### src/rtl/majority16_rep_tx_if.sv
// Link bundle for the majority16 repetition transmitter: upstream frame handshake,
// serial chip stream and frame status.
interface majority16_rep_tx_if #(
    parameter int unsigned CNT_W = 8
) ();
    logic             in_valid;
    logic             in_ready;
    logic             in_bit;
    logic [15:0]      in_mask;
    logic             tx_chip;
    logic             tx_valid;
    logic             tx_ready;
    logic             tx_sof;
    logic             tx_eof;
    logic [15:0]      word_out;
    logic             word_valid;
    logic             decodable;
    logic [CNT_W-1:0] frame_count;

    // Transmitter side.
    modport slave (
        input  in_valid, in_bit, in_mask, tx_ready,
        output in_ready, tx_chip, tx_valid, tx_sof, tx_eof,
        output word_out, word_valid, decodable, frame_count
    );

    // Environment side: frame source and chip sink.
    modport master (
        output in_valid, in_bit, in_mask, tx_ready,
        input  in_ready, tx_chip, tx_valid, tx_sof, tx_eof,
        input  word_out, word_valid, decodable, frame_count
    );
endinterface

### src/rtl/majority16_rep_tx.sv
// Transmit end of the 16-chip repetition link: encodes one bit per frame, applies an
// error-injection mask, serialises LSB-first and reports majority16 decodability.
module majority16_rep_tx #(
    parameter int unsigned IDLE_GAP = 1,
    parameter int unsigned CNT_W    = 8
) (
    input  logic                 clk,
    input  logic                 rst_n,
    majority16_rep_tx_if.slave   link
);

    typedef enum logic [1:0] {StIdle, StSend, StGap} state_e;

    localparam logic [3:0] GapLast = 4'((IDLE_GAP == 0) ? 0 : IDLE_GAP - 1);

    state_e           state_q, state_d;
    logic [15:0]      code_q, code_d;
    logic [3:0]       idx_q, idx_d;
    logic [3:0]       gap_q, gap_d;
    logic             dec_q, dec_d;
    logic             rdy_q, rdy_d;
    logic [CNT_W-1:0] cnt_q, cnt_d;

    logic [4:0]       mask_ones;
    logic             send;
    logic             last_xfer;

    always_comb begin
        mask_ones = '0;
        for (int i = 0; i < 16; i++) begin
            mask_ones = mask_ones + 5'(link.in_mask[i]);
        end
    end

    assign send      = (state_q == StSend);
    assign last_xfer = send && link.tx_ready && (idx_q == 4'd15);

    always_comb begin
        state_d = state_q;
        code_d  = code_q;
        idx_d   = idx_q;
        gap_d   = gap_q;
        dec_d   = dec_q;
        cnt_d   = cnt_q;
        unique case (state_q)
            StIdle: begin
                if (link.in_valid && rdy_q) begin
                    code_d  = {16{link.in_bit}} ^ link.in_mask;
                    idx_d   = '0;
                    // A 1 survives while fewer than 8 chips flip; a 0 also survives the 8/8 tie.
                    dec_d   = link.in_bit ? (mask_ones <= 5'd7) : (mask_ones <= 5'd8);
                    state_d = StSend;
                end
            end
            StSend: begin
                if (link.tx_ready) begin
                    if (idx_q == 4'd15) begin
                        idx_d   = '0;
                        gap_d   = '0;
                        cnt_d   = cnt_q + CNT_W'(1);
                        state_d = (IDLE_GAP > 0) ? StGap : StIdle;
                    end else begin
                        idx_d = idx_q + 4'd1;
                    end
                end
            end
            StGap: begin
                if (gap_q == GapLast) begin
                    state_d = StIdle;
                end else begin
                    gap_d = gap_q + 4'd1;
                end
            end
            default: state_d = StIdle;
        endcase
        // Registered so in_ready stays low through reset and rises on the first clock after.
        rdy_d = (state_d == StIdle);
    end

    always_ff @(posedge clk or negedge rst_n) begin
        if (!rst_n) begin
            state_q <= StIdle;
            code_q  <= '0;
            idx_q   <= '0;
            gap_q   <= '0;
            dec_q   <= 1'b0;
            rdy_q   <= 1'b0;
            cnt_q   <= '0;
        end else begin
            state_q <= state_d;
            code_q  <= code_d;
            idx_q   <= idx_d;
            gap_q   <= gap_d;
            dec_q   <= dec_d;
            rdy_q   <= rdy_d;
            cnt_q   <= cnt_d;
        end
    end

    assign link.in_ready    = rdy_q;
    assign link.tx_valid    = send;
    assign link.tx_chip     = send & code_q[idx_q];
    assign link.tx_sof      = send && (idx_q == 4'd0);
    assign link.tx_eof      = send && (idx_q == 4'd15);
    assign link.word_out    = code_q;
    assign link.word_valid  = last_xfer;
    assign link.decodable   = dec_q;
    assign link.frame_count = cnt_q;

endmodule

### src/flat_wrapper.sv
// flat-port wrapper written by rule: the top's interface ports become plain ports
module majority16_rep_tx_flat 
#(
    parameter int unsigned IDLE_GAP = 1,
    parameter int unsigned CNT_W    = 8
)
  (clk, rst_n, link_in_valid, link_in_bit, link_in_mask, link_tx_ready, link_in_ready, link_tx_chip, link_tx_valid, link_tx_sof, link_tx_eof, link_word_out, link_word_valid, link_decodable, link_frame_count);
  majority16_rep_tx_if #(.CNT_W(CNT_W)) link_i ();
  input  logic clk;
  input  logic rst_n;
  input wire logic [$bits(link_i.in_valid)-1:0] link_in_valid;
  input wire logic [$bits(link_i.in_bit)-1:0] link_in_bit;
  input wire logic [$bits(link_i.in_mask)-1:0] link_in_mask;
  input wire logic [$bits(link_i.tx_ready)-1:0] link_tx_ready;
  output wire logic [$bits(link_i.in_ready)-1:0] link_in_ready;
  output wire logic [$bits(link_i.tx_chip)-1:0] link_tx_chip;
  output wire logic [$bits(link_i.tx_valid)-1:0] link_tx_valid;
  output wire logic [$bits(link_i.tx_sof)-1:0] link_tx_sof;
  output wire logic [$bits(link_i.tx_eof)-1:0] link_tx_eof;
  output wire logic [$bits(link_i.word_out)-1:0] link_word_out;
  output wire logic [$bits(link_i.word_valid)-1:0] link_word_valid;
  output wire logic [$bits(link_i.decodable)-1:0] link_decodable;
  output wire logic [$bits(link_i.frame_count)-1:0] link_frame_count;
  assign link_i.in_valid = link_in_valid;
  assign link_i.in_bit = link_in_bit;
  assign link_i.in_mask = link_in_mask;
  assign link_i.tx_ready = link_tx_ready;
  assign link_in_ready = link_i.in_ready;
  assign link_tx_chip = link_i.tx_chip;
  assign link_tx_valid = link_i.tx_valid;
  assign link_tx_sof = link_i.tx_sof;
  assign link_tx_eof = link_i.tx_eof;
  assign link_word_out = link_i.word_out;
  assign link_word_valid = link_i.word_valid;
  assign link_decodable = link_i.decodable;
  assign link_frame_count = link_i.frame_count;
  majority16_rep_tx #(.IDLE_GAP(IDLE_GAP), .CNT_W(CNT_W)) u_core (.clk(clk), .rst_n(rst_n), .link(link_i));
endmodule
### config.mk
export PLATFORM = sky130hd
export DESIGN_NAME = majority16_rep_tx_flat
export DESIGN_NICKNAME = d
export VERILOG_FILES = /design/src/rtl/majority16_rep_tx_if.sv /design/src/rtl/majority16_rep_tx.sv /design/src/flat_wrapper.sv
export SDC_FILE = /design/constraint.sdc
export NUM_CORES = 1
export LEC_CHECK = 0
export CORE_MARGIN = 2
export CORE_UTILIZATION = 50
export DETAILED_ROUTE_END_ITERATION = 16
export HOLD_SLACK_MARGIN = 0.1
export PLACE_DENSITY = 0.83
export SYNTH_ARGS = -nofsm -noshare
export SYNTH_HDL_FRONTEND = slang
export SYNTH_SLANG_ARGS = --single-unit
### constraint.sdc
create_clock -name clk -period 1.7 [get_ports clk]
set_input_delay 0.34 -clock clk [delete_from_list [all_inputs] [get_ports clk]]
set_output_delay 0.34 -clock clk [all_outputs]
set_load 0.1 [all_outputs]
==> flow_summary_export.csv, run 1 <==
group,metric,value,unit
worst_setup_path,cpMostUsedCell,"fa_1",
worst_setup_path,cp_cell_sequence,"buf_6 > ha_4 > inv_2 > fa_1 > inv_2 > fa_1 > fa_1 > inv_1 > fa_1 > fa_2 > fa_1 > nand3b_1 > o32ai_2 > a221oi_2 > a21oi_1",
yosys,synth_seq_area_share,0.3818,
clock_tree,clk_path_buf_depth,2,
sta,drv_slew,0,
yosys,ys_types,45,
yosys,async_flop_share,1.000,
clock_tree,cts-root-buf,"clkbuf_8",
yosys,postSynthAreaPerCell,10.04,µm²
clock_tree,cts_tree,"yes",
drt,drt_iter0_drc,265,
worst_setup_path,path_buf_inv,4,
place,dpl_worst_slack,-3.063,ns
place,hpwl,4860,µm
job,drv_cap,0,
worst_setup_path,path_class,"input pin to flip-flop",
sta,finalHoldViolations,0,
clock_tree,clk-insertion-delay-late,0.31,ns
global_routing,grt_use_total,0.3349,
sta,skew,0.006791,ns
yosys,ys_warn_count,0,
yosys,synth_flop_cell,"dfrtp_1",
sta,grt_setup_unrepaired,"true",
worst_setup_path,cp_slowest_stage_delay,0.51,ns
drt,viasPerCell,6.168,
clock_tree,h-tree-depth,2,
die,die_h,72.70,µm
outcome,violations,"negative setup slack",
drt,drc,0,
global_routing,antenna_found_initial,0,
clock_tree,cts_hold_buffers,0,
sta,worst_pin_slew,0.4127,ns
yosys,synth_top_area_share,0.3818,
die,die-width,72.70,µm
sta,min_period,4.130,ns
worst_setup_path,start_kind,"input pin",
die,start_util,0.5310,
drt,totalWireLength,9763,µm
global_routing,grt_max_degree,37,
die,core,4444,µm²
sta,fin_setup_tns,-7.914,ns
outcome,status,"finished, violations left",
drt,dr.pass1.iters,5,
global_routing,grt_pass1_vias,2512,
sta,max_slew_margin,0.7249,
cells_and_area,antennaDiodeCount,0,
sta,fin_crit_sh,2.429,
drt,vias,2492,
cells_and_area,final_nets,392,
cells_and_area,area_growth,76.19,%
die,rows,24,
yosys,synth.area.top_cells,"dfrtp_1 38%, fa_1 8.5%, xnor2_1 8.2%",
drt,wl_per_cell,24.17,µm
cells_and_area,drive_gt1_frac,0.4517,
die,die-area,5285,µm²
clock_tree,numCtsBuffers,5,
worst_setup_path,worst_ep_arrival_time,4.31,ns
clock_tree,cts_sinks,36,
die,io_pins,52,
worst_setup_path,cp.required,1.88,ns
worst_setup_path,endpoint_kind,"flip-flop",
worst_setup_path,cp_top_family,"adder cells",
clock_tree,clk_pin_slew,0.08,ns
sta,max_clock_freq,242.1,MHz
yosys,synth_most_common_cell,"dfrtp_1",
place,routabilityCongestion,0.8478,
yosys,netlist_area,2360,µm²
worst_setup_path,slowest_stage,"fa_1",
yosys,syn_inst,235,
yosys,synth_edf_count,0,
yosys,syn-num-nets,276,
worst_setup_path,critPathMaxFanout,2,
worst_hold_path,hold_path.class,"input pin to asynchronous set/reset pin",
global_routing,grt_overflow,0,
yosys,yosysTopAreaCell,"dfrtp_1",
place,port_buffers,51,
sta,fin_ws,-2.430,ns
global_routing,grt_first_pass_wirelength,13110,µm
sta,setup_violations,23,
yosys,synth_seq_cells,36,
drt,ant_nets,0,
yosys,synth_common_cells,"36 x dfrtp_1, 24 x inv_1, 24 x nor2_1, 22 x xnor2_1, 21 x a21oi_1",
## layer usage
layer | global-route usage | vias up | part of all wire
met1 | 0.4233 | 1219 | 0.38
li1 | - | 1031 | -
met5 | 0 | - | 0
met4 | 0.1770 | 0 | 0.057
met2 | 0.5596 | 181 | 0.49
met3 | 0.04420 | 61 | 0.076
## worst paths after layout
kind / start / endpoint / slack, ns / depth (start not counted)
max reg2reg: u_core.idx_q[0] / u_core.link.frame_count[4] / -0.39 / 10
max: link_in_mask[1] / u_core.link.decodable / -2.43 / 15
min reg2reg: u_core.link.frame_count[7] / u_core.link.frame_count[7] / 0.56 / 1
min: rst_n / u_core.link.word_out[14] / 0.40 / 2
min in group clk: link_in_mask[1] / u_core.link.word_out[1] / 0.44 / 4
max in group asynchronous: rst_n / u_core.idx_q[0] / 1.08 / 2
## registers in the layout, indices dropped and copies added, names as in the netlist
name,flops
u_core.state_q,2
u_core.gap_q,4
u_core.link.in_ready,1
u_core.link.word_out,16
u_core.link.decodable,1
u_core.link.frame_count,8
u_core.idx_q,4
## cells in the final DEF (no fill, tap or decap), types with 4 or more instances in the layout
cell type,Yosys,routed
xnor2_1,22,20
nand2b_1,4,4
buf_12,0,33
mux2i_1,9,8
dlygate4sd2_1,0,5
nor2_1,24,21
dfrtp_1,36,33
fa_1,10,9
buf_6,4,15
buf_4,0,53
inv_1,24,20
clkbuf_8,0,6
ha_1,10,7
clkdlybuf4s50_1,0,13
nand4_1,5,5
a21oi_1,21,19
## timing repair
action | in CTS | in global routing
setup buffers | 9 | 6
pin swaps | 22 | 14
setup endpoints to repair | 21 | 22
gates resized for setup | 49 | 34
## stage by stage
stage,utilization,cells,cell area (µm²),hold WS (ns)
after floorplan,-,235,2437,0.04441
after global placement,0.8319,385,3697,0.5199
after detailed placement,0.8319,385,3697,0.5203
after CTS,0.8941,399,3974,0.4118
after global routing,0.9355,404,4158,0.4301
final,0.9355,404,4158,0.4039
## cells by family after synthesis
kind of cell | Yosys count | share of synthesized area
xor gates and xnor gates | 25 | 0.09279
AOI/OAI and AO/OA | 40 | 0.1071
muxes | 13 | 0.05726
buffers and inverters | 37 | 0.07582
and+or+nand+nor | 64 | 0.1474
adders and majority gates | 20 | 0.1379
DFF | 36 | 0.3818
## layout make-up
| class | count | area, µm² |
|---|---|---|
| Timing Repair Buffer | 121 | 1431 |
| Inverter | 25 | 103.9 |
| Sequential cell | 36 | 904.6 |
| Fill cell | 138 | 286.5 |
| Clock buffer | 7 | 86.33 |
| Clock inverter | 1 | 7.507 |
| Tap cell | 52 | 65.06 |
| Multi-Input combinational cell | 162 | 1559 |
Power of run 1 is left out: the tool's default activity adds up to more than one toggle a clock period on the data nets, which glitch-free logic cannot reach.
==> inputs of run 2 (changes only) <==
--- a/config.mk
+++ b/config.mk
@@ -10,6 +10,7 @@
 export DETAILED_ROUTE_END_ITERATION = 16
 export HOLD_SLACK_MARGIN = 0.1
 export PLACE_DENSITY = 0.83
+export SKIP_LAST_GASP = 1
 export SYNTH_ARGS = -nofsm -noshare
 export SYNTH_HDL_FRONTEND = slang
 export SYNTH_SLANG_ARGS = --single-unit
==> run 2 against run 1 <==
Critical path type unchanged. Fmax grew 1.2%. Highest routed layer unchanged. Hold slack gained 0.010 ns. Largest cell class unchanged. First-iteration DRC count grew 27%. Final cell count grew 0.25%. The run still ends with negative setup slack left. Critical endpoint unchanged.
==> flow_summary_export.csv, run 2 (synthesis gave the netlist of run 1 again) <==
group,metric,value,unit
sta,fin_crit_sh,2.400,
sta,grt_setup_unrepaired,"true",
die,start_util,0.5310,
place,port_buffers,51,
global_routing,grt_use_total,0.3361,
drt,vias,2555,
worst_setup_path,setup.worst_path.start,"link_in_mask[0]",
worst_setup_path,critPathMaxFanout,2,
worst_setup_path,slowest_stage,"fa_1",
cells_and_area,final_common_cell,"buf_4",
die,rows,24,
die,core,4444,µm²
worst_setup_path,r2r_start,"u_core.idx_q[0]",
sta,skew,0.01021,ns
worst_setup_path,r2r_end,"u_core.link.frame_count[7]",
sta,min_period,4.080,ns
sta,max_clock_freq,245.1,MHz
sta,fin_ws,-2.380,ns
place,hpwl,4860,µm
cells_and_area,most-common-layout-cells,"57 x buf_4, 33 x buf_12, 33 x dfrtp_1",
worst_setup_path,endpoint_kind,"flip-flop",
cells_and_area,largest_register_ffs,16,
drt,drc,0,
clock_tree,numCtsBuffers,5,
clock_tree,cts_tree,"yes",
worst_setup_path,cp_cell_sequence,"buf_6 > ha_4 > inv_2 > fa_1 > inv_2 > fa_1 > fa_1 > inv_1 > fa_1 > fa_2 > fa_1 > nand3b_1 > o32ai_2 > a221oi_2 > a21oi_1",
clock_tree,cts_sinks,36,
worst_setup_path,worst_ep_arrival_time,4.26,ns
global_routing,grt_pass1_vias,2511,
clock_tree,cts_hold_buffers,0,
place,routabilityCongestion,0.8478,
die,die-area,5285,µm²
cells_and_area,seq_area,904.6,µm²
drt,ant_nets,0,
global_routing,grt_first_pass_wirelength,13150,µm
clock_tree,h-tree-depth,2,
worst_setup_path,start_kind,"input pin",
outcome,violations,"negative setup slack",
drt,dr.pass1.iters,5,
worst_setup_path,cp_slowest_stage_delay,0.51,ns
worst_hold_path,hold_path.class,"input pin to flip-flop",
cells_and_area,final_nets,393,
cells_and_area,area_growth,75.40,%
clock_tree,cts-root-buf,"clkbuf_8",
drt,totalWireLength,9932,µm
job,drv_cap,0,
global_routing,grt_max_degree,37,
cells_and_area,multiInputGateArea,1548,µm²
drt,wl_per_cell,24.52,µm
worst_setup_path,endpoint,"u_core.link.decodable",
cells_and_area,antennaDiodeCount,0,
die,die-width,72.70,µm
sta,max_slew_margin,0.7636,
die,die_h,72.70,µm
die,io_pins,52,
worst_setup_path,regToRegSetupSlack,-0.34,ns
global_routing,grt_overflow,0,
sta,finalHoldViolations,0,
drt,viasPerCell,6.309,
clock_tree,clk-insertion-delay-late,0.31,ns
worst_setup_path,rr_worst_depth,10,
clock_tree,clk_path_buf_depth,2,
sta,worst_pin_slew,0.3546,ns
worst_setup_path,cp.required,1.88,ns
worst_hold_path,hold_depth,4,
cells_and_area,drive_gt1_frac,0.4476,
sta,setup_violations,22,
clock_tree,clk_pin_slew,0.07,ns
worst_setup_path,path_class,"input pin to flip-flop",
drt,drt_iter0_drc,336,
global_routing,antenna_found_initial,0,
outcome,status,"finished, violations left",
cells_and_area,fill_cells,126,
sta,drv_slew,0,
worst_setup_path,cpMostUsedCell,"fa_1",
place,dpl_worst_slack,-3.063,ns
[run 2: repair_timing]
action                                  4_1_cts  5_1_grt
pin swaps                                    22       15
resized for setup                            47       27
hold endpoints to repair                      0        0
buffers inserted                              9        6
endpoints found under the setup margin       21       22
[run 2: area by class of cell]
class / count / share of cell area
multi-input combinational: 162 / 0.3739
timing repair buffer: 122 / 0.3440
sequential: 36 / 0.2186
inverter: 25 / 0.02509
clock buffer: 7 / 0.02086
tap: 52 / 0.01572
clock inverter: 1 / 0.001814
[run 2: critical path, delay by kind of cell]
family,cells,cell delay [ns]
adders and majority gates,7,3.02
AOI/OAI and AO/OA,3,0.50
buffers and inverters,4,0.23
and+or+nand+nor,1,0.17
[run 2: how the worst min path moves through the flow]
stage | startpoint | to
5_1_grt | link_in_mask[1] | u_core.link.word_out[1]
4_1_cts | link_in_mask[1] | u_core.link.word_out[1]
2_1_floorplan | rst_n | u_core.gap_q[0]
6_report | link_in_mask[1] | u_core.link.word_out[1]
3_3_place_gp | u_core.link.frame_count[7] | u_core.link.frame_count[7]
3_5_place_dp | u_core.link.frame_count[7] | u_core.link.frame_count[7]
[run 2: stage by stage]
stage,hold slack [ns],utilization,cells,setup TNS [ns],area (µm²)
2_1_floorplan,0.04441,-,235,-4.598,2437
3_3_place_gp,0.5199,0.8319,385,-5.758,3697
3_5_place_dp,0.5203,0.8319,385,-7.208,3697
4_1_cts,0.4118,0.8927,399,-4.161,3968
5_1_grt,0.4256,0.9313,405,-8.596,4139
6_report,0.4140,0.9313,405,-8.000,4139
[run 2: layer usage]
| layer | share of wire | vias to the layer above | wire [µm] | GRT usage |
|---|---|---|---|---|
| met2 | 0.50 | 220 | 4994 | 0.5596 |
| met3 | 0.083 | 57 | 821 | 0.04420 |
| met5 | 0 | - | 0 | 0 |
| met4 | 0.060 | 0 | 599 | 0.1770 |
| met1 | 0.35 | 1248 | 3517 | 0.4269 |
| li1 | - | 1030 | - | - |
Power of run 2 is left out for the same reason.
